===== src/rtl/fetch_unit.sv =====
// Instruction fetch unit: issues single-cycle reads to an instruction RAM and
// buffers the returned words in a small prefetch queue feeding the decode stage.
module fetch_unit #(
   parameter int                    ADDR_WIDTH  = 16,
   parameter int                    DATA_WIDTH  = 16,
   parameter logic [ADDR_WIDTH-1:0] RESET_PC    = 16'h0100,
   parameter int                    QUEUE_DEPTH = 4
) (
   input  logic                  clk,
   input  logic                  rst,
   output logic [ADDR_WIDTH-1:0] mem_addr,
   output logic                  mem_cs,
   output logic                  mem_oe,
   input  logic [DATA_WIDTH-1:0] mem_rdata,
   input  logic                  redirect,
   input  logic [ADDR_WIDTH-1:0] redirect_pc,
   input  logic                  halt,
   output logic [DATA_WIDTH-1:0] instr,
   output logic [ADDR_WIDTH-1:0] instr_pc,
   output logic                  instr_valid,
   input  logic                  instr_ready
);

   localparam int PTR_W = $clog2(QUEUE_DEPTH);
   localparam int CNT_W = PTR_W + 1;

   typedef enum logic [1:0] {
      ST_FETCH  = 2'd0,
      ST_FLUSH  = 2'd1,
      ST_HALTED = 2'd2
   } state_t;

   state_t                  state_r;
   state_t                  state_nxt_s;
   logic [ADDR_WIDTH-1:0]   fetch_pc_r;
   logic [ADDR_WIDTH-1:0]   req_pc_r;
   logic                    inflight_r;
   logic [CNT_W-1:0]        count_r;
   logic [PTR_W-1:0]        rd_ptr_r;
   logic [PTR_W-1:0]        wr_ptr_r;
   logic [DATA_WIDTH-1:0]   q_data_r [QUEUE_DEPTH];
   logic [ADDR_WIDTH-1:0]   q_pc_r   [QUEUE_DEPTH];
   logic [DATA_WIDTH-1:0]   instr_r;
   logic [ADDR_WIDTH-1:0]   instr_pc_r;

   logic                    pop_s;
   logic                    push_s;
   logic                    req_s;
   logic                    head_push_s;
   logic [CNT_W-1:0]        occ_s;
   logic [CNT_W-1:0]        count_nxt_s;
   logic [PTR_W-1:0]        rd_ptr_inc_s;

   // Handshake, occupancy and request decision for the current cycle
   always_comb begin
      pop_s        = 1'b0;
      push_s       = 1'b0;
      req_s        = 1'b0;
      head_push_s  = 1'b0;
      occ_s        = count_r;
      count_nxt_s  = count_r;
      rd_ptr_inc_s = rd_ptr_r + PTR_W'(1'b1);

      pop_s  = (count_r != {CNT_W{1'b0}}) && instr_ready;
      // a response landing in the redirect cycle belongs to the old stream
      push_s = inflight_r && !redirect;
      // a pop this cycle already frees the slot the new request will need
      occ_s  = count_r + CNT_W'(inflight_r) - CNT_W'(pop_s);
      if (!rst && !halt && !redirect && (state_r == ST_FETCH) &&
          (occ_s < CNT_W'(QUEUE_DEPTH))) begin
         req_s = 1'b1;
      end else begin
         req_s = 1'b0;
      end
      count_nxt_s = count_r + CNT_W'(push_s) - CNT_W'(pop_s);
      head_push_s = push_s && ((count_r - CNT_W'(pop_s)) == {CNT_W{1'b0}});
   end

   // Next-state logic: redirect wins, and a redirect while halted stays halted
   always_comb begin
      state_nxt_s = state_r;
      case (state_r)
         ST_FETCH: begin
            if (redirect)  state_nxt_s = ST_FLUSH;
            else if (halt) state_nxt_s = ST_HALTED;
            else           state_nxt_s = ST_FETCH;
         end
         ST_FLUSH: begin
            if (redirect)  state_nxt_s = ST_FLUSH;
            else if (halt) state_nxt_s = ST_HALTED;
            else           state_nxt_s = ST_FETCH;
         end
         ST_HALTED: begin
            if (redirect || halt) state_nxt_s = ST_HALTED;
            else                  state_nxt_s = ST_FETCH;
         end
         default: state_nxt_s = ST_FETCH;
      endcase
   end

   // Control state, pointers, fetch address and registered head of queue
   always_ff @(posedge clk) begin
      if (rst) begin
         state_r    <= ST_FETCH;
         fetch_pc_r <= RESET_PC;
         req_pc_r   <= RESET_PC;
         inflight_r <= 1'b0;
         count_r    <= {CNT_W{1'b0}};
         rd_ptr_r   <= {PTR_W{1'b0}};
         wr_ptr_r   <= {PTR_W{1'b0}};
         instr_r    <= {DATA_WIDTH{1'b0}};
         instr_pc_r <= {ADDR_WIDTH{1'b0}};
      end else if (redirect) begin
         state_r    <= state_nxt_s;
         fetch_pc_r <= redirect_pc;
         inflight_r <= 1'b0;
         count_r    <= {CNT_W{1'b0}};
         rd_ptr_r   <= {PTR_W{1'b0}};
         wr_ptr_r   <= {PTR_W{1'b0}};
      end else begin
         state_r    <= state_nxt_s;
         inflight_r <= req_s;
         count_r    <= count_nxt_s;
         if (req_s) begin
            fetch_pc_r <= fetch_pc_r + ADDR_WIDTH'(1'b1);
            req_pc_r   <= fetch_pc_r;
         end
         if (push_s) begin
            wr_ptr_r <= wr_ptr_r + PTR_W'(1'b1);
         end
         if (pop_s) begin
            rd_ptr_r <= rd_ptr_inc_s;
         end
         // output words only move when the head changes; empty keeps the last one
         if (head_push_s) begin
            instr_r    <= mem_rdata;
            instr_pc_r <= req_pc_r;
         end else if (pop_s && (count_nxt_s != {CNT_W{1'b0}})) begin
            instr_r    <= q_data_r[rd_ptr_inc_s];
            instr_pc_r <= q_pc_r[rd_ptr_inc_s];
         end
      end
   end

   // Queue storage, written at the tail when a response is accepted
   always_ff @(posedge clk) begin
      if (!rst && push_s) begin
         q_data_r[wr_ptr_r] <= mem_rdata;
         q_pc_r[wr_ptr_r]   <= req_pc_r;
      end
   end

   assign mem_addr    = fetch_pc_r;
   assign mem_cs      = req_s;
   assign mem_oe      = req_s;
   assign instr       = instr_r;
   assign instr_pc    = instr_pc_r;
   assign instr_valid = (count_r != {CNT_W{1'b0}});

endmodule


===== config.mk =====
export PLATFORM = sky130hd
export DESIGN_NAME = fetch_unit
export DESIGN_NICKNAME = d
export VERILOG_FILES = /design/src/rtl/fetch_unit.sv
export SDC_FILE = /design/constraint.sdc
export NUM_CORES = 1
export LEC_CHECK = 0
export BUFFER_PORTS_ARGS = -buffer_cell sky130_fd_sc_hd__buf_4
export CORE_MARGIN = 5
export CORE_UTILIZATION = 58
export DETAILED_ROUTE_END_ITERATION = 8
export GPL_TIMING_DRIVEN = 0
export HOLD_SLACK_MARGIN = 0.08
export PLACE_DENSITY_LB_ADDON = 0.2
export SYNTH_ARGS = -nofsm -noshare
export SYNTH_HDL_FRONTEND = slang
export SYNTH_SLANG_ARGS = --single-unit
export TNS_END_PERCENT = 100

===== constraint.sdc =====
create_clock -name clk -period 5 [get_ports clk]
set_clock_uncertainty 0.15 [all_clocks]
set_input_delay 1.25 -clock clk [delete_from_list [all_inputs] [get_ports clk]]
set_output_delay 1.25 -clock clk [all_outputs]
set_load 0.005 [all_outputs]

==> results of run 1 <==
## Yosys cell counts, types with 6 or more instances
cell | n | area share (%)
edfxtp_1 | 128 | 47
dfxtp_1 | 74 | 18
nor2_1 | 68 | 3.1
mux2i_1 | 49 | 6.0
a211oi_1 | 44 | 4.0
mux4_2 | 32 | 8.8
clkbuf_1 | 20 | 0.92
xnor2_1 | 12 | 1.3
ha_1 | 10 | 1.5
inv_1 | 10 | 0.46
nand3_1 | 8 | 0.49
a2111oi_2 | 7 | 1.3
nand2_1 | 7 | 0.32
buf_1 | 6 | 0.28
buf_2 | 6 | 0.37
nor3_1 | 6 | 0.37
## power by group
group          leakage (uW)  switching (uW)  internal [uW]
registers           0.00166            29.9           1790
clock network      0.000349             606            967
logic               0.00142            82.0           76.8
## cell usage in the layout, fill, tap and decap left out, types with 8 or more instances in the layout
master / n
a211oi_1: 44
buf_4: 89
clkbuf_1: 22
clkbuf_16: 21
dfxtp_1: 74
edfxtp_1: 128
ha_1: 10
inv_1: 10
mux2i_1: 49
mux4_2: 32
nand3_1: 8
nor2_1: 68
xnor2_1: 12
## layer usage
metal	global-route usage [%]	wire length [um]	share of wire [%]
met4	4.94	342	2.0
met1	28.7	7130	41
met3	2.82	889	5.2
met2	36.3	8840	51
met5	0	0	0
## repair_timing
action / 4_1_cts / 5_1_grt
setup buffers: 1 / 2
setup endpoints to repair: 2 / 1
hold buffers: 0 / 0
cloned: 0 / 0
endpoints found under the hold margin: 0 / 0
gates resized for setup: 1 / 0
pin swaps: 1 / 0
## through the flow
| step | hold WS (ns) | setup WS (ns) | instances | TNS, ns | total power [uW] |
|---|---|---|---|---|---|
| finish | 0.324 | 0.124 | 845 | 0 | 3550 |
| detailed placement | 0.314 | -0.216 | 807 | -0.347 | 2010 |
| global route | 0.361 | 0.0336 | 845 | 0 | 3660 |
| floorplan | 0.290 | 0.172 | 542 | 0 | 1920 |
| CTS | 0.324 | 0.0434 | 843 | 0 | 3570 |
| global placement | 0.299 | -0.161 | 807 | -0.238 | 2000 |
## cell type report
type                    instances  area (um^2)  area share [%]
clock inverters                 9          128            1.31
multi-input cells             292         2630            27.0
inverters                      11         41.3           0.423
repair buffers                 88          661            6.76
well taps                     180          225            2.31
plain buffers                  37          180            1.84
clock buffers                  26          574            5.88
flip-flops and latches        202         5330            54.5
## cells by family (layout without fill, tap and decap cells)
kind of cell / count (synthesis) / in the layout / synth area share, %
AOI/OAI and AO/OA: 70 / 70 / 7.23
adders and majority gates: 11 / 11 / 1.78
xor gates and xnor gates: 15 / 15 / 1.78
DFF: 202 / 202 / 65.2
and+or+nand+nor: 115 / 115 / 6.55
buffers and inverters: 48 / 171 / 2.66
muxes: 81 / 81 / 14.8
## worst paths after layout
path	cells past startpoint	startpoint	slack (ns)	end
setup reg to reg	12	count_r[2]$_SDFF_PP0_	1.38	instr[5]$_SDFFE_PP0P_
hold reg to reg	1	state_r[0]$_SDFF_PP0_	0.32	state_r[1]$_SDFF_PP0_
hold / removal	1	state_r[0]$_SDFF_PP0_	0.32	state_r[1]$_SDFF_PP0_
setup / recovery	12	instr_ready	0.12	mem_oe
## registers in the layout, indices dropped and copies added, names as in the netlist
name and count:
count_r 3, inflight_r 1, instr 16, instr_pc 16, mem_addr 16, q_data_r 64, q_pc_r 64, rd_ptr_r 2
req_pc_r 16, state_r 2, wr_ptr_r 2
==> impl_metrics.py, run 1 <==
metrics = {
    "status": {
        "status": "completed",
    },
    "place": {
        "globalplace.congestion": 0.885,
        "numPortBuffers": 85,
        "post_dp_cell_area_um2": 9040,
        "dp_hpwl_mm": 11.0,
    },
    "worst_setup_path": {
        "crit_type": "primary input to primary output",
        "crit_buf_inv": 6,
        "cpLargestDelayFamily": "simple AND/OR/NAND/NOR gates",
        "critPathSlowestCell": "or4b_1",
        "critical_path.max_stage_delay_ns": 0.52,
        "crit_fanout": 11,
        "cpMostUsedCell": "buf_4",
        "endpoint_kind": "primary output",
        "critPathLaunchType": "primary input",
        "path_cells": "buf_4, o31a_1, ha_1, inv_1, ha_1, and3b_1, or4b_1, buf_6, a21oi_4, buf_6, buf_4, buf_4",
        "arrival_ns": 3.48,
        "cp_data_required_time_ns": 3.60,
    },
    "global_route": {
        "grt_pass1_vias": 5093,
        "grt_max_degree": 33,
        "antenna_found_initial": 0,
        "grt_use_total_pct": 21.0,
        "overflow": 0,
        "grt_pass1_wl_mm": 27.1,
    },
    "clocking": {
        "ctsRootBufferMaster": "clkbuf_16",
        "cts_sinks": 202,
        "cts_tree": "yes",
        "clock_path_buffers": 3,
        "clk_latency_ns": 0.48,
        "cts.clk_slew.worst_paths_ns": 0.06,
        "htreeDepth": 1,
        "tritoncts.num_buffers": 20,
    },
    "sta": {
        "rsz0062_at_grt": "no",
        "tightest_slew_ns": 0.927,
        "fin_crit_sh_pct": 97.5,
        "finalSetupViolations": 0,
        "period_minus_slack_ns": 4.88,
        "relSlewSlack_pct": 38.2,
        "fmax_ghz": 0.205,
        "report.final.slew_viol_count": 0,
        "finalHoldViolations": 0,
    },
    "layout": {
        "drive_above_1_share_pct": 26.9,
        "nFillCells": 938,
        "syn_to_final_growth_pct": 19.5,
        "fin_nets": 700,
        "final_area_um2": 9770,
        "n_antenna_cell": 0,
        "utilization_pct": 70.6,
    },
    "power_and_ir_drop": {
        "p_leak_uw": 0.00344,
        "p_per_area_nw_per_um2": 364,
        "ir_drop_mv": 0.299,
    },
    "route": {
        "dr.pass1.iters": 4,
        "drc": 0,
        "wl_per_cell_um": 20.4,
        "drtIter0Drc": 362,
        "vias": 4948,
        "ant_nets": 0,
        "via_per_inst": 5.86,
        "routed_wl_mm": 17.2,
    },
    "yosys": {
        "synth_edf_count": 128,
        "syn-num-nets": 590,
        "ys_async_sr_fraction_pct": 0,
        "syn_area_um2": 8170,
        "synthCells": 542,
        "ys.flop_type": "edfxtp_1",
        "syn_avg_cell_area_um2": 15.1,
        "ys_ff_latch": 202,
        "ys_seq_area_share_pct": 65.2,
        "synth.distinct_cells": 49,
        "yosysWarnings": 0,
    },
    "floorplan": {
        "die_h_um": 129,
        "initial_core_util_pct": 59.1,
        "die_area_um2": 16600,
        "core_area_um2": 13800,
        "num_io_pins": 88,
        "die_w_um": 129,
        "row_count": 43,
    },
    "flow_run": {
        "maxCapViolCount": 0,
    },
    "min_path": {
        "hp-class": "register to register",
    },
}
Power figures use the tool's default switching activity.
==> inputs of run 2 (changes only) <==
--- a/config.mk
+++ b/config.mk
@@ -7,7 +7,7 @@
 export LEC_CHECK = 0
 export BUFFER_PORTS_ARGS = -buffer_cell sky130_fd_sc_hd__buf_4
 export CORE_MARGIN = 5
-export CORE_UTILIZATION = 58
+export CORE_UTILIZATION = 53
 export DETAILED_ROUTE_END_ITERATION = 8
 export GPL_TIMING_DRIVEN = 0
 export HOLD_SLACK_MARGIN = 0.08
==> constraint.sdc (replaced) <==
create_clock -name clk -period 4 [get_ports clk]
set_clock_uncertainty 0.15 [all_clocks]
set_input_delay 1 -clock clk [delete_from_list [all_inputs] [get_ports clk]]
set_output_delay 1 -clock clk [all_outputs]
set_load 0.005 [all_outputs]
==> run 2 against run 1 <==
Compared with the run above: the flow now finishes with violations (setup timing); first-iteration DRC count up 4.7%; worst hold slack better by 0.010 ns; largest cell class unchanged; critical path depth down 1; power is 24% higher; critical path type unchanged; clock power grew 22%.
==> impl_metrics.py, run 2 (synthesized netlist as in run 1, its figures left out) <==
metrics = {
    "global_route": {
        "grt_pass1_vias": 5219,
        "grt_pass1_wl_mm": 28.1,
        "antenna_found_initial": 0,
        "grt_max_degree": 33,
        "grt_use_total_pct": 19.7,
        "overflow": 0,
    },
    "place": {
        "dp_hpwl_mm": 11.6,
        "place_ws_ns": -0.683,
        "globalplace.congestion": 0.855,
        "numPortBuffers": 85,
        "place_inst": 819,
    },
    "sta": {
        "report.final.slew_viol_count": 0,
        "period_minus_slack_ns": 4.05,
        "fin_crit_sh_pct": 101,
        "tightest_slew_ns": 0.886,
        "fin_ws_ns": -0.0519,
        "finalHoldViolations": 0,
        "relSlewSlack_pct": 40.9,
        "finalSetupViolations": 1,
        "rsz0062_at_grt": "yes",
        "fmax_ghz": 0.247,
    },
    "route": {
        "via_per_inst": 5.81,
        "ant_nets": 0,
        "vias": 5017,
        "drc": 0,
        "wl_per_cell_um": 20.6,
        "routed_wl_mm": 17.8,
        "dr.pass1.iters": 5,
        "drtIter0Drc": 379,
    },
    "floorplan": {
        "die_h_um": 134,
        "die_w_um": 134,
        "num_io_pins": 88,
        "die_area_um2": 18000,
        "initial_core_util_pct": 53.9,
        "core_area_um2": 15100,
        "row_count": 45,
    },
    "clocking": {
        "cts_sinks": 202,
        "ctsRootBufferMaster": "clkbuf_16",
        "clk_latency_ns": 0.49,
        "cts_tree": "yes",
        "tritoncts.num_buffers": 21,
        "holdBufCountCts": 0,
        "htreeDepth": 1,
        "clock_path_buffers": 3,
        "cts.clk_slew.worst_paths_ns": 0.06,
    },
    "worst_setup_path": {
        "critical_path.max_stage_delay_ns": 0.55,
        "cpLargestDelayFamily": "simple AND/OR/NAND/NOR gates",
        "ff2ff_setup_slack_ns": 0.34,
        "path_cells": "buf_6, o31a_1, ha_2, inv_2, ha_4, and3b_2, or4b_4, a21oi_4, buf_8, buf_6, buf_6",
        "r2r_cells": 11,
        "crit_fanout": 3,
        "cp_data_required_time_ns": 2.85,
        "crit_type": "primary input to primary output",
        "cpMostUsedCell": "buf_6",
        "r2r-end": "instr[14]$_SDFFE_PP0P_",
        "critPathLaunchType": "primary input",
        "endpoint_kind": "primary output",
        "r2r_start": "count_r[2]$_SDFF_PP0_",
        "arrival_ns": 2.90,
        "critPathSlowestCell": "or4b_4",
        "crit_buf_inv": 5,
    },
    "layout": {
        "seq_area_um2": 5330,
        "biggestRegsByFlops": "q_data_r (64), q_pc_r (64)",
        "nFillCells": 1054,
        "syn_to_final_growth_pct": 21.1,
        "drive_above_1_share_pct": 27.9,
        "n_antenna_cell": 0,
        "multi_input_area_um2": 2650,
        "layout_common_cells": "edfxtp_1 (128), buf_4 (91), dfxtp_1 (74)",
        "layout_commonest_cell": "edfxtp_1",
        "fin_nets": 709,
        "stdcell_count": 863,
    },
    "flow_run": {
        "maxCapViolCount": 0,
    },
    "power_and_ir_drop": {
        "p_total_uw": 4390,
        "ir_drop_mv": 0.298,
        "p_leak_uw": 0.00348,
        "p_per_area_nw_per_um2": 444,
    },
    "min_path": {
        "hold_path_depth": 1,
        "min-delay-start": "state_r[0]$_SDFF_PP0_",
        "hold_end": "state_r[1]$_SDFF_PP0_",
        "hp-class": "register to register",
    },
    "status": {
        "status": "complete, but fails checks",
        "violations": "setup timing",
    },
}
## run 2: stage by stage
stage	util (%)	TNS, ns	instance area (um^2)	hold WS (ns)
floorplan	-	-0.434	8170	0.290
global placement	59.7	-1.53	9050	0.300
detailed placement	60.3	-4.04	9130	0.316
CTS	65.4	-0.250	9900	0.332
global route	65.3	-0.174	9900	0.341
finish	65.3	-0.0519	9900	0.334
## run 2: worst max path at each step
stage	start	end	slack (ns)	depth (start not counted)
finish	instr_ready	mem_oe	-0.05	11
global route	instr_ready	mem_oe	-0.12	11
CTS	instr_ready	mem_oe	-0.16	12
detailed placement	instr_ready	mem_oe	-0.68	12
global placement	instr_ready	mem_oe	-0.61	12
floorplan	instr_ready	mem_oe	-0.28	10
## run 2: area by class of cell
type,instances,area share (%)
flip-flops and latches,202,53.8
multi-input cells,292,26.8
repair buffers,97,7.94
clock buffers,30,5.96
well taps,188,2.38
plain buffers,36,1.78
clock inverters,7,0.910
inverters,11,0.417
## run 2: where the power goes
group / internal, uW / total (uW) / switching, uW
Sequential: 2240 / 2270 / 38.1
Combinational: 100 / 205 / 105
Clock: 1150 / 1910 / 760
Total: 3490 / 4390 / 903
## run 2: timing repair
| action | 4_1_cts | 5_1_grt |
|---|---|---|
| resized for setup | 7 | 2 |
| pin swaps | 7 | 4 |
| buffers inserted | 8 | 0 |
| gates cloned | 0 | 0 |
| setup endpoints to repair | 2 | 2 |
## run 2: worst register-to-register path, cell delays in order, from the launching register on
cell and delay (ns):
dfxtp_1 0.30, buf_2 0.15, o31a_1 0.28, ha_2 0.20, buf_4 0.13, ha_1 0.18
xor2_1 0.16, or4b_1 0.51, clkbuf_1 0.25, a21oi_2 0.52, clkbuf_1 0.52, a211oi_1 0.17
## run 2: per-layer routing
metal	track usage, %	vias to the layer above	routed length (um)
met2	33.6	130	9180
met3	2.93	29	793
met4	5.03	0	306
li1	-	2319	-
met5	0	-	0
met1	26.9	2539	7510
==> inputs of run 3 (changes only) <==
--- a/config.mk
+++ b/config.mk
@@ -6,12 +6,13 @@
 export NUM_CORES = 1
 export LEC_CHECK = 0
 export BUFFER_PORTS_ARGS = -buffer_cell sky130_fd_sc_hd__buf_4
-export CORE_MARGIN = 5
+export CORE_MARGIN = 2
 export CORE_UTILIZATION = 53
 export DETAILED_ROUTE_END_ITERATION = 8
 export GPL_TIMING_DRIVEN = 0
 export HOLD_SLACK_MARGIN = 0.08
 export PLACE_DENSITY_LB_ADDON = 0.2
+export SETUP_SLACK_MARGIN = 0.02
 export SYNTH_ARGS = -nofsm -noshare
 export SYNTH_HDL_FRONTEND = slang
 export SYNTH_SLANG_ARGS = --single-unit
==> run 3 against run 2 <==
Compared with the run above: the run still ends with setup timing left; final cell count shrank 0.35%; combinational power is essentially flat; die area down 8.7%; clock power decreased by 6%; power down 2.6%; critical path depth is the same; global-route usage increased by 1.7 points; fmax is 0.88% higher; clock-buffer cell count down 4; critical path type unchanged; largest power group unchanged.
==> impl_metrics.py, run 3 (synthesized netlist as in run 1, its figures left out) <==
metrics = {
    "status": {
        "status": "complete, but fails checks",
        "violations": "setup timing",
    },
    "sta": {
        "finalSetupViolations": 1,
        "finalHoldViolations": 0,
        "holdWs_ns": 0.328,
        "period_minus_slack_ns": 4.02,
        "fin_ws_ns": -0.0164,
        "fmax_ghz": 0.249,
        "relSlewSlack_pct": 36.5,
        "tightest_slew_ns": 0.952,
        "rsz0062_at_grt": "yes",
        "report.final.slew_viol_count": 0,
        "fin_setup_tns_ns": -0.0164,
        "fin_crit_sh_pct": 100,
    },
    "floorplan": {
        "initial_core_util_pct": 53.9,
        "row_count": 45,
        "die_w_um": 128,
        "die_h_um": 128,
        "core_area_um2": 15100,
        "die_area_um2": 16400,
        "num_io_pins": 88,
    },
    "global_route": {
        "overflow": 0,
        "grt_pass1_wl_mm": 27.3,
        "grt_max_degree": 33,
        "grt_use_total_pct": 21.4,
        "busiest_layer": "met2",
        "grt_util_met1_pct": 29.5,
        "grt_pass1_vias": 5076,
        "use_met3_pct": 2.84,
        "antenna_found_initial": 0,
        "met2_usage_pct": 36.6,
    },
    "route": {
        "vias": 5019,
        "via_per_inst": 5.84,
        "ant_nets": 0,
        "routed_wl_mm": 17.5,
        "wl_per_cell_um": 20.4,
        "drc": 0,
        "drtIter0Drc": 368,
        "dr.pass1.iters": 4,
    },
    "power_and_ir_drop": {
        "p_sw_share_pct": 21.2,
        "combPwrFrac_pct": 4.8,
        "seqPwrFrac_pct": 53.1,
        "p_total_uw": 4280,
        "clkPwrFrac_pct": 42.1,
        "switchingPower_uw": 909,
        "p_per_area_nw_per_um2": 437,
        "p_leak_uw": 0.00342,
        "ir_drop_mv": 0.269,
        "power.internal_uw": 3370,
    },
    "place": {
        "numPortBuffers": 85,
        "place_ws_ns": -0.675,
        "dp_hpwl_mm": 11.3,
        "place_inst": 816,
        "globalplace.congestion": 0.863,
    },
    "flow_run": {
        "maxCapViolCount": 0,
    },
    "clocking": {
        "htreeDepth": 1,
        "cts_tree": "yes",
        "cts_sinks": 202,
        "clock_path_buffers": 3,
        "clk_latency_ns": 0.48,
        "ctsRootBufferMaster": "clkbuf_16",
        "cts.clk_slew.worst_paths_ns": 0.06,
        "holdBufCountCts": 0,
        "tritoncts.num_buffers": 21,
    },
    "layout": {
        "stdcell_count": 860,
        "syn_to_final_growth_pct": 20.0,
        "layout_common_cells": "edfxtp_1 (128), buf_4 (91), dfxtp_1 (73)",
        "n_antenna_cell": 0,
        "fin_nets": 706,
        "drive_above_1_share_pct": 27.7,
        "biggestRegsByFlops": "q_data_r (64), q_pc_r (64)",
        "layout_commonest_cell": "edfxtp_1",
        "nFillCells": 1102,
    },
    "worst_setup_path": {
        "endpoint_kind": "primary output",
        "critPathLaunchType": "primary input",
        "crit_type": "primary input to primary output",
        "cp_data_required_time_ns": 2.85,
        "crit_fanout": 3,
        "arrival_ns": 2.87,
    },
    "min_path": {
        "hp-class": "register to register",
    },
}
## run 3: timing repair
item / in CTS / in global routing
setup endpoints to repair: 2 / 2
setup buffers: 6 / 3
resized for setup: 9 / 1
pin swaps: 6 / 4
## run 3: area by class of cell
| class | count | area [um^2] | share of cell area (%) |
|---|---|---|---|
| Inverter | 11 | 41.3 | 0.421 |
| Buffer | 35 | 171 | 1.75 |
| Tap cell | 188 | 235 | 2.40 |
| Clock buffer | 26 | 544 | 5.55 |
| Multi-Input combinational cell | 292 | 2650 | 27.1 |
| Clock inverter | 11 | 93.8 | 0.957 |
| Sequential cell | 202 | 5330 | 54.3 |
| Timing Repair Buffer | 95 | 737 | 7.52 |
## run 3: per-stage QoR
stage | instance area [um^2] | utilization, %
after floorplan | 8170 | -
after global placement | 9050 | 59.7
after detailed placement | 9070 | 59.9
after CTS | 9790 | 64.6
after global routing | 9800 | 64.7
final | 9800 | 64.7
## run 3: path summary, 6_finish.rpt
| check | from | end | slack (ns) | depth (start not counted) |
|---|---|---|---|---|
| worst max-delay path | instr_ready | mem_oe | -0.02 | 11 |
| worst min-delay path | state_r[0]$_SDFF_PP0_ | state_r[1]$_SDFF_PP0_ | 0.33 | 1 |
| worst max register to register | count_r[1]$_SDFF_PP0_ | instr[14]$_SDFFE_PP0P_ | 0.33 | 10 |
| worst min register to register | state_r[0]$_SDFF_PP0_ | state_r[1]$_SDFF_PP0_ | 0.33 | 1 |
## run 3: worst max-delay path: stages
cell and delay [ns]:
buf_6 0.07, o31a_1 0.17, ha_2 0.20, inv_2 0.05
ha_4 0.20, and3b_1 0.17, or4b_4 0.55, a21oi_4 0.18
buf_8 0.13, buf_6 0.08, buf_6 0.08
## run 3: routing by layer
metal	wire, um	up-vias
met2	8810	138
met5	0	-
li1	-	2317
met1	7590	2541
met4	290	0
met3	829	23
## run 3: power groups by stage
stage | logic, uW | clock network, uW | registers [uW]
3_5_place_dp | 197 | 0 | 2320
2_1_floorplan | 101 | 0 | 2310
3_3_place_gp | 190 | 0 | 2320
6_report | 205 | 1800 | 2270
5_1_grt | 223 | 1930 | 2280
4_1_cts | 204 | 1830 | 2270
